===== src/rtl/bundle_queue_pkg.sv =====
// Shared types and helpers for the bundle queue: opid layout and the age rule.
// Latency: n/a (package).
// Backpressure: n/a (package).
package bundle_queue_pkg;

    localparam int OPID_BITS     = 16;
    localparam int OPID_SEQ_BITS = 15;

    typedef logic [OPID_BITS-1:0] opid_t;

    // a is younger than b when both carry a valid opid and the wrapping
    // sequence distance a-b falls in the forward half-window [1, 2^14-1].
    function automatic logic opid_younger(input opid_t a, input opid_t b);
        logic [OPID_SEQ_BITS-1:0] d;
        d = a[OPID_SEQ_BITS-1:0] - b[OPID_SEQ_BITS-1:0];
        return a[OPID_BITS-1] && b[OPID_BITS-1] && (d != '0) && !d[OPID_SEQ_BITS-1];
    endfunction

endpackage


===== src/rtl/bundle_queue_kill_scan.sv =====
// Rollback scan: counts leading queued entries from head that survive a kill.
// Latency: combinational.
// Backpressure: none; pure function of queue state and kill_opid.
// Ports: i_head/i_count (queue state), i_opids (opid of every slot),
//        i_kill_opid (rollback point), o_kept (surviving prefix length).
module bq_kill_scan
    import bundle_queue_pkg::*;
#(
    parameter int DEPTH = 16,
    parameter int PW    = $clog2(DEPTH),
    parameter int CW    = $clog2(DEPTH+1)
) (
    input  logic [PW-1:0]      i_head,
    input  logic [CW-1:0]      i_count,
    input  opid_t [DEPTH-1:0]  i_opids,
    input  opid_t              i_kill_opid,
    output logic [CW-1:0]      o_kept
);

    // Entries sit in program order, so the first younger entry marks the
    // start of the killed suffix; everything after it is discarded too.
    always_comb begin
        logic          w_stop;
        logic [PW-1:0] w_idx;
        o_kept = '0;
        w_stop = 1'b0;
        for (int i = 0; i < DEPTH; i++) begin
            w_idx = i_head + PW'(i);
            if (!w_stop && (CW'(i) < i_count) &&
                !opid_younger(i_opids[w_idx], i_kill_opid))
                o_kept = o_kept + CW'(1);
            else
                w_stop = 1'b1;
        end
    end

endmodule


===== src/rtl/bundle_queue.sv =====
// Multi-port in-order bundle FIFO with full flush and opid-based rollback kill.
// Latency: enqueue visible at outputs one cycle later; reads are combinational from storage.
// Backpressure: in_ready from registered count only (needs IW free slots); per-slot out_ready, leading ones pop.
// Ports: clk/rst (sync active-high), flush, kill_valid/kill_opid, in_valid/in_data/in_ready,
//        out_valid/out_data/out_ready, count (occupancy).
module bundle_queue
    import bundle_queue_pkg::*;
#(
    parameter int W        = 64,
    parameter int DEPTH    = 16,
    parameter int IW       = 2,
    parameter int OW       = 2,
    parameter int OPID_LSB = 0
) (
    input  logic                        clk,
    input  logic                        rst,
    input  logic                        flush,
    input  logic                        kill_valid,
    input  logic [15:0]                 kill_opid,
    input  logic [IW-1:0]               in_valid,
    input  logic [IW*W-1:0]             in_data,
    output logic                        in_ready,
    output logic [OW-1:0]               out_valid,
    output logic [OW*W-1:0]             out_data,
    input  logic [OW-1:0]               out_ready,
    output logic [$clog2(DEPTH+1)-1:0]  count
);

    localparam int PW = $clog2(DEPTH);
    localparam int CW = $clog2(DEPTH+1);

    logic [W-1:0]      r_mem [DEPTH];
    logic [PW-1:0]     r_head;
    logic [PW-1:0]     r_tail;
    logic [CW-1:0]     r_count;

    logic              w_enq;
    logic [CW-1:0]     w_push;
    logic [CW-1:0]     w_pop;
    logic [CW-1:0]     w_pop_k;
    logic [CW-1:0]     w_kept;
    opid_t [DEPTH-1:0] w_opids;

    assign count    = r_count;
    // Registered-state-only ready: a same-cycle pop never opens a slot.
    assign in_ready = !rst && (r_count <= CW'(DEPTH - IW));
    assign w_enq    = in_ready && !flush && !kill_valid;

    for (genvar i = 0; i < OW; i++) begin : g_out
        assign out_valid[i]         = CW'(i) < r_count;
        assign out_data[i*W +: W]   = r_mem[r_head + PW'(i)];
    end

    for (genvar i = 0; i < DEPTH; i++) begin : g_opid
        assign w_opids[i] = r_mem[i][OPID_LSB +: 16];
    end

    // Leading-ones counts: a gap in the valid/ready pattern ends the burst.
    always_comb begin
        logic w_run;
        w_push = '0;
        w_run  = w_enq;
        for (int j = 0; j < IW; j++) begin
            if (w_run && in_valid[j]) w_push = w_push + CW'(1);
            else                      w_run  = 1'b0;
        end
    end

    always_comb begin
        logic w_run;
        w_pop = '0;
        w_run = 1'b1;
        for (int i = 0; i < OW; i++) begin
            if (w_run && out_valid[i] && out_ready[i]) w_pop = w_pop + CW'(1);
            else                                       w_run = 1'b0;
        end
    end

    // In a kill cycle only the surviving prefix can be consumed.
    assign w_pop_k = (w_pop > w_kept) ? w_kept : w_pop;

    bq_kill_scan #(
        .DEPTH (DEPTH),
        .PW    (PW),
        .CW    (CW)
    ) u_kill_scan (
        .i_head      (r_head),
        .i_count     (r_count),
        .i_opids     (w_opids),
        .i_kill_opid (kill_opid),
        .o_kept      (w_kept)
    );

    always_ff @(posedge clk) begin
        if (rst || flush) begin
            r_head  <= '0;
            r_tail  <= '0;
            r_count <= '0;
        end else if (kill_valid) begin
            r_head  <= r_head + PW'(w_pop_k);
            // Tail lands just past the last kept entry (kept may equal DEPTH).
            r_tail  <= r_head + PW'(w_kept);
            r_count <= w_kept - w_pop_k;
        end else begin
            r_head  <= r_head + PW'(w_pop);
            r_tail  <= r_tail + PW'(w_push);
            r_count <= r_count + w_push - w_pop;
        end
    end

    // Storage carries no reset; validity is tracked by r_count alone.
    always_ff @(posedge clk) begin
        for (int j = 0; j < IW; j++) begin
            if (CW'(j) < w_push)
                r_mem[r_tail + PW'(j)] <= in_data[j*W +: W];
        end
    end

    a_in_valid_thermo: assert property (@(posedge clk) disable iff (rst)
        ((in_valid & (in_valid + IW'(1))) == '0));

endmodule


===== config.mk =====
export PLATFORM = sky130hd
export DESIGN_NAME = bundle_queue
export DESIGN_NICKNAME = d
export VERILOG_FILES = /design/src/rtl/bundle_queue_pkg.sv /design/src/rtl/bundle_queue_kill_scan.sv /design/src/rtl/bundle_queue.sv
export SDC_FILE = /design/constraint.sdc
export NUM_CORES = 2
export LEC_CHECK = 0
export BUFFER_PORTS_ARGS = -buffer_cell sky130_fd_sc_hd__buf_4
export CAP_MARGIN = 20
export CORE_ASPECT_RATIO = 0.5
export CORE_UTILIZATION = 64
export CTS_CLUSTER_SIZE = 25
export DETAILED_ROUTE_END_ITERATION = 7
export GPL_ROUTABILITY_DRIVEN = 0
export PLACE_DENSITY = 0.78
export SETUP_SLACK_MARGIN = 0.4
export SKIP_CTS_REPAIR_TIMING = 1
export SYNTH_ARGS = -nofsm -noshare
export SYNTH_HDL_FRONTEND = slang
export SYNTH_SLANG_ARGS = --single-unit

===== constraint.sdc =====
create_clock -name clk -period 26.5 [get_ports clk]
set_clock_uncertainty 0.1 [all_clocks]
set_input_delay 1.325 -clock clk [delete_from_list [all_inputs] [get_ports clk]]
set_output_delay 1.325 -clock clk [all_outputs]
set_load 0.01 [all_outputs]

### Yosys cells after proc, flatten, opt, wreduce, memory -nomap -nowiden

Memories as Yosys holds them, arrays and structs flattened. A register that Yosys moved wholly into a read port is not among the register bits.
Index checks and enable logic that the tools add are counted.

| storage, ports and cells | value |
|---|---|
| register bits | 13 |
| bits in writable memories | 1024 |
| input bits | 152 |
| output and inout bits | 136 |
| word-level logic and storage cells | 327 |
| memories | 1 |

| cells by class | value |
|---|---|
| $add $sub $neg | 56 |
| order comparisons | 36 |
| mux-type cells | 78 |
| reduce and logical (&&, ||, !) cells | 153 |

Memories:

| name | words | width | read ports | clocked after Yosys merged registers in | wr ports | RTL line | RTL |
|---|---|---|---|---|---|---|---|
| r_mem | 16 | 64 | 18 | 1 | 2 | bundle_queue.sv:32 | `logic [W-1:0] r_mem [DEPTH];` |

Operators by type and width:

| cell | number |
|---|---|
| binary-select mux 16 bit (select 4 bit) | 16 |
| 2-to-1 mux 16 bit | 16 |
| nonzero test 15 bit | 16 |
| subtractor 15 bit | 16 |
| 2-to-1 mux 5 bit | 19 |
| logical AND 1 bit | 87 |
| adder 5 x 1 -> 5 bit, second input constant | 17 |
| < comparator 4 x 5 -> 1 bit, second input constant | 16 |
| zero test 1 bit | 49 |
| < comparator 4 x 5 -> 1 bit, first input constant | 8 |
| adder 4 bit, second input constant | 8 |
| 2-to-1 mux 1 bit | 24 |
| < comparator 1 x 5 -> 1 bit, first input constant | 4 |
| < comparator 3 x 5 -> 1 bit, first input constant | 4 |
| adder 4 x 3 -> 4 bit, second input constant | 4 |
| adder 4 bit | 4 |
| 2-to-1 mux 4 bit | 3 |
| < comparator 2 x 5 -> 1 bit, first input constant | 2 |
| subtractor 5 bit | 2 |
| adder 4 x 1 -> 4 bit, second input constant | 2 |
| adder 4 x 2 -> 4 bit, second input constant | 2 |
| adder 5 bit | 1 |
| > comparator 5 bit | 1 |
| less-or-equal comparator 5 x 4 -> 1 bit, second input constant | 1 |
| logical OR 1 bit | 1 |

### Logic depth before layout (Yosys ltp)

An unclocked memory read counts as a cell.

| logic depth | value |
|---|---|
| word-level depth | 73 |
| gate-level depth with buffers | 96 |

### Cells and area by module

A second synthesis with hierarchy kept.

| unflattened totals | value |
|---|---|
| cells, all modules | 6231 |
| area, all modules | 85114.1 um2 |

Modules (own cells, without submodules):

| module | instances | cells each | area an instance (um2) |
|---|---|---|---|
| bundle_queue | 1 | 4019 | 61318.8 |
| bq_kill_scan | 1 | 2212 | 23795.3 |

### Worst setup path after synthesis

No wires, ideal clock.

| path | value |
|---|---|
| path kind | flip-flop to flip-flop |
| start | reg r_head[1] |
| end | reg r_count[4], in the netlist count[4] |
| library setup time | 0.137 ns |
| data arrival time | 20.364 ns |
| path slack | 5.899 ns |
| stages on the path, launching flop included | 93 |
| path buffers | 11 |
| clock period less this slack | 20.601 ns |
| path through | dfxtp_1 buf_2 buf_2 buf_2 buf_2 clkbuf_1 buf_1 clkbuf_1 inv_1 ha_1 clkbuf_1 buf_1 clkbuf_1 clkbuf_1 mux4_2 mux4_2 ha_1 nor2b_1 [... 57 more ...] ha_1 mux2_2 ha_1 mux2_2 inv_1 ha_1 a2111oi_2 nand2_1 mux2i_1 ha_1 inv_1 fa_1 nor3b_1 a21bo_2 nand3_1 nor2_1 a2111oi_0 o31ai_1 |

| on the way | value |
|---|---|
| cells in the longest elaborated chain, start to end | 71 |
| elaborated cells between the ends (all ways) | 254 |

RTL lines:

| element | RTL line | RTL |
|---|---|---|
| start: declaration | bundle_queue.sv:33 | `logic [PW-1:0] r_head;` |
| start signal: assignment | bundle_queue.sv:100 | `r_head <= r_head + PW'(w_pop_k);` |
| start signal: assignment | bundle_queue.sv:105 | `r_head <= r_head + PW'(w_pop);` |
| parallel branches: the longest is 66 deep, another holds subtractor 15 bit | - |  |
| 2-to-1 mux 5 bit * | bundle_queue_kill_scan.sv:29 | `if (!w_stop && (CW'(i) < i_count) &&` |
| > comparator 5 bit | bundle_queue.sv:80 | `assign w_pop_k = (w_pop > w_kept) ? w_kept : w_pop;` |
| 2-to-1 mux 5 bit | bundle_queue.sv:80 |  |
| subtractor 5 bit * | bundle_queue.sv:103 | `r_count <= w_kept - w_pop_k;` |
| 2-to-1 mux 5 bit * | bundle_queue.sv:99 | `end else if (kill_valid) begin` |
| end signal: assignment | bundle_queue.sv:103 |  |
| end signal: assignment | bundle_queue.sv:107 | `r_count <= r_count + w_push - w_pop;` |
| end: declaration | bundle_queue.sv:35 | `logic [CW-1:0] r_count;` |

Mark *: on every way between the ends. The select of a mux whose other input is x is not followed.
A chain may end at the register's enable or synchronous reset.

### Final worst setup path

Same ends and word-level chain as after synthesis.

==> impl_metrics.ini <==
[cts]
cts.sinks = 1037
tritoncts = built
cts_buffers = 97
clock_latency_ns = 0.73
cts_buffer_depth = 3
htree_num_levels = 3
path_clk_slew_ns = 0.06
root_buffer = clkbuf_16

[timing]
fin_crit_ns = 21.19
rsz0062_at_grt = no
slew_headroom = 0.2337
setup_viol = 0
finalHoldViolCount = 0
fin_hold_ws_ns = 0.6215
fin_crit_sh = 0.7996
drv_slew = 0
fmax_ghz = 0.04719
worstMarginPinSlew_ns = 1.149
fin_setup_tns_ns = 0

[critical_path]
crit_start = r_head[1]
path_common_cell = ha_1
r2r-end = count[4]
worstPathArrival_ns = 21.66
required_ns = 26.97
reg2reg_from = r_head[1]
cp_slowest_stage_delay_ns = 0.86
reg2reg_depth = 83
r2r_slack_ns = 5.31
critPathKind = flop to flop
cp-start-kind = flop
end_kind = flop
critPathCapture = count[4]
critPathMaxFanout = 53
cp_slowest_cell = ha_4

[yosys]
seq_area_frac_synth = 0.3867
synthArstFlopShare = 0
synthTopCellsByArea = edfxtp_1 38%, mux4_2 27%, mux2_2 15%
syn-num-nets = 5844
synth_edf_count = 1024
synth_flop_cell = edfxtp_1
syn_avg_cell_area_sq_um = 14.80
synth_seq_cells = 1037
yosys.area.top_type = edfxtp_1
yosysWarnings = 0
synth_area_sq_mm = 0.08019
yosysMostFrequentCell = mux2_2
synthTopCellsByCount = 1,038 x mux2_2, 1,024 x edfxtp_1, 974 x mux4_2
ys_types = 103
synth_top_area_share = 0.3835
netlist_instances = 5418

[power_and_ir_drop]
p_switching_uw = 2237
seqPwrFrac = 0.310
p_clk_frac = 0.235
switching_share = 0.3680
power.leakage_uw = 0.02853
ir_worst_vdd_mv = 0.05240
p_per_area_mw_per_mm2 = 69.79
p_int_uw = 3842
p_comb_frac = 0.455

[global_route]
use_met3 = 0.1526
grt_util_met2 = 0.6302
grt_start_max_net_pins = 136
antenna_found_initial = 28
grt_usage = 0.4245
grt_pass1_vias = 56180
grt_pass1_wl_mm = 386.8
use_met1 = 0.5474
busiest_layer = met2
overflow = 0

[route]
vias_per_cell = 8.103
wire_per_inst_um = 37.44
drc = 0
antenna_left = 0
vias = 58510
drt_wl_total_mm = 270.4
drt-pass1-iter-count = 8
drt_iter0_drc = 9381

[floorplanning]
die_area_sq_mm = 0.1268
die_w_um = 502.6
initial_core_util = 0.6479
rows = 91
coreArea_sq_mm = 0.1238
die_h_um = 252.3
num_io_pins = 288

[finish]
nets = 5872
area_delta_synth_final_pct = 8.615
drive_above_1_share = 0.4802
final_util = 0.7037
fin_cells = 7221

[job]
cap_violations = 0

[hold_path]
hold_path.class = flop to flop

[place]
dp_hpwl_mm = 172.3
port_buffers = 287
dp_cells = 7019

[run_status]
outcome = complete, no violations
-- layout by cell type (no fill, tap or decap), types with 57 or more instances in the layout --
cell	synthesis	layout
mux2_2	1038	1038
edfxtp_1	1024	1024
mux4_2	974	974
buf_4	1	401
ha_1	268	266
nand2_1	143	142
a21oi_1	126	126
inv_1	121	120
nor2_1	124	105
o21ai_0	104	103
clkbuf_16	0	97
nor3_1	75	72
nand3_1	62	61
xnor2_1	68	61
mux2i_1	57	57
-- power groups by stage --
stage          registers [uW]  clock network, uW  logic [uW]
3_5_place_dp             1920                  0        2660
4_1_cts                  1880               1430        2680
5_1_grt                  1880               1480        2900
2_1_floorplan            1900                  0        1900
3_3_place_gp             1910                  0        2570
6_report                 1880               1430        2760
-- through the flow --
step	setup WS, ns	instance area (sq um)	power [uW]
after floorplan	5.899	80190	3800
after global placement	6.391	83850	4484
after detailed placement	5.813	83850	4575
after CTS	5.715	87020	5982
after global routing	4.120	87090	6267
final	5.309	87090	6079
-- registers in the layout, summed over array words and instances, names as in the netlist --
register / cells
count: 5
r_mem: 1024
r_head: 4
r_tail: 4
-- layer usage --
layer	wire length, um	up-vias
li1	-	22750
met1	90240	29530
met2	120500	5198
met3	42490	1016
met4	17010	16
met5	144	-
-- critical path, delay by kind of cell, from the launching register on --
| kind | cells | cell delay [ns] |
|---|---|---|
| xor+xnor | 3 | 0.62 |
| fa+ha+maj | 18 | 6.09 |
| simple gates | 20 | 2.59 |
| compound gates | 27 | 7.08 |
| buf+inv | 7 | 1.45 |
| flops | 1 | 0.76 |
| mux | 8 | 2.26 |
-- how the worst min path moves through the flow --
stage	from	endpoint	slack, ns	depth (start not counted)
global route	r_head[0]	r_head[0]	0.66	2
global placement	r_head[0]	r_head[0]	0.59	2
detailed placement	r_head[0]	r_head[0]	0.61	2
floorplan	r_tail[0]	r_tail[0]	0.49	3
CTS	r_head[0]	r_head[0]	0.63	2
finish	r_head[0]	r_head[0]	0.62	2
-- cells by family after synthesis --
logic type,after synthesis,share of synthesized area
xor gates and xnor gates,126,0.01476
buffers and inverters,602,0.02879
adders and majority gates,274,0.04332
other,1,0.00004677
AOI/OAI and AO/OA,608,0.05291
DFF,1037,0.3867
and+or+nand+nor,697,0.04633
muxes,2073,0.4271
-- area by class of cell --
| class | count | area, sq um |
|---|---|---|
| Tap cell | 1674 | 2095 |
| Timing Repair Buffer | 407 | 3108 |
| Clock inverter | 64 | 638.1 |
| Clock buffer | 118 | 2526 |
| Multi-Input combinational cell | 3779 | 47190 |
| Sequential cell | 1037 | 31020 |
| Antenna cell | 18 | 45.04 |
| Inverter | 124 | 470.5 |
| Fill cell | 7886 | 36670 |
Note: power is estimated with default switching activity, not from simulation.
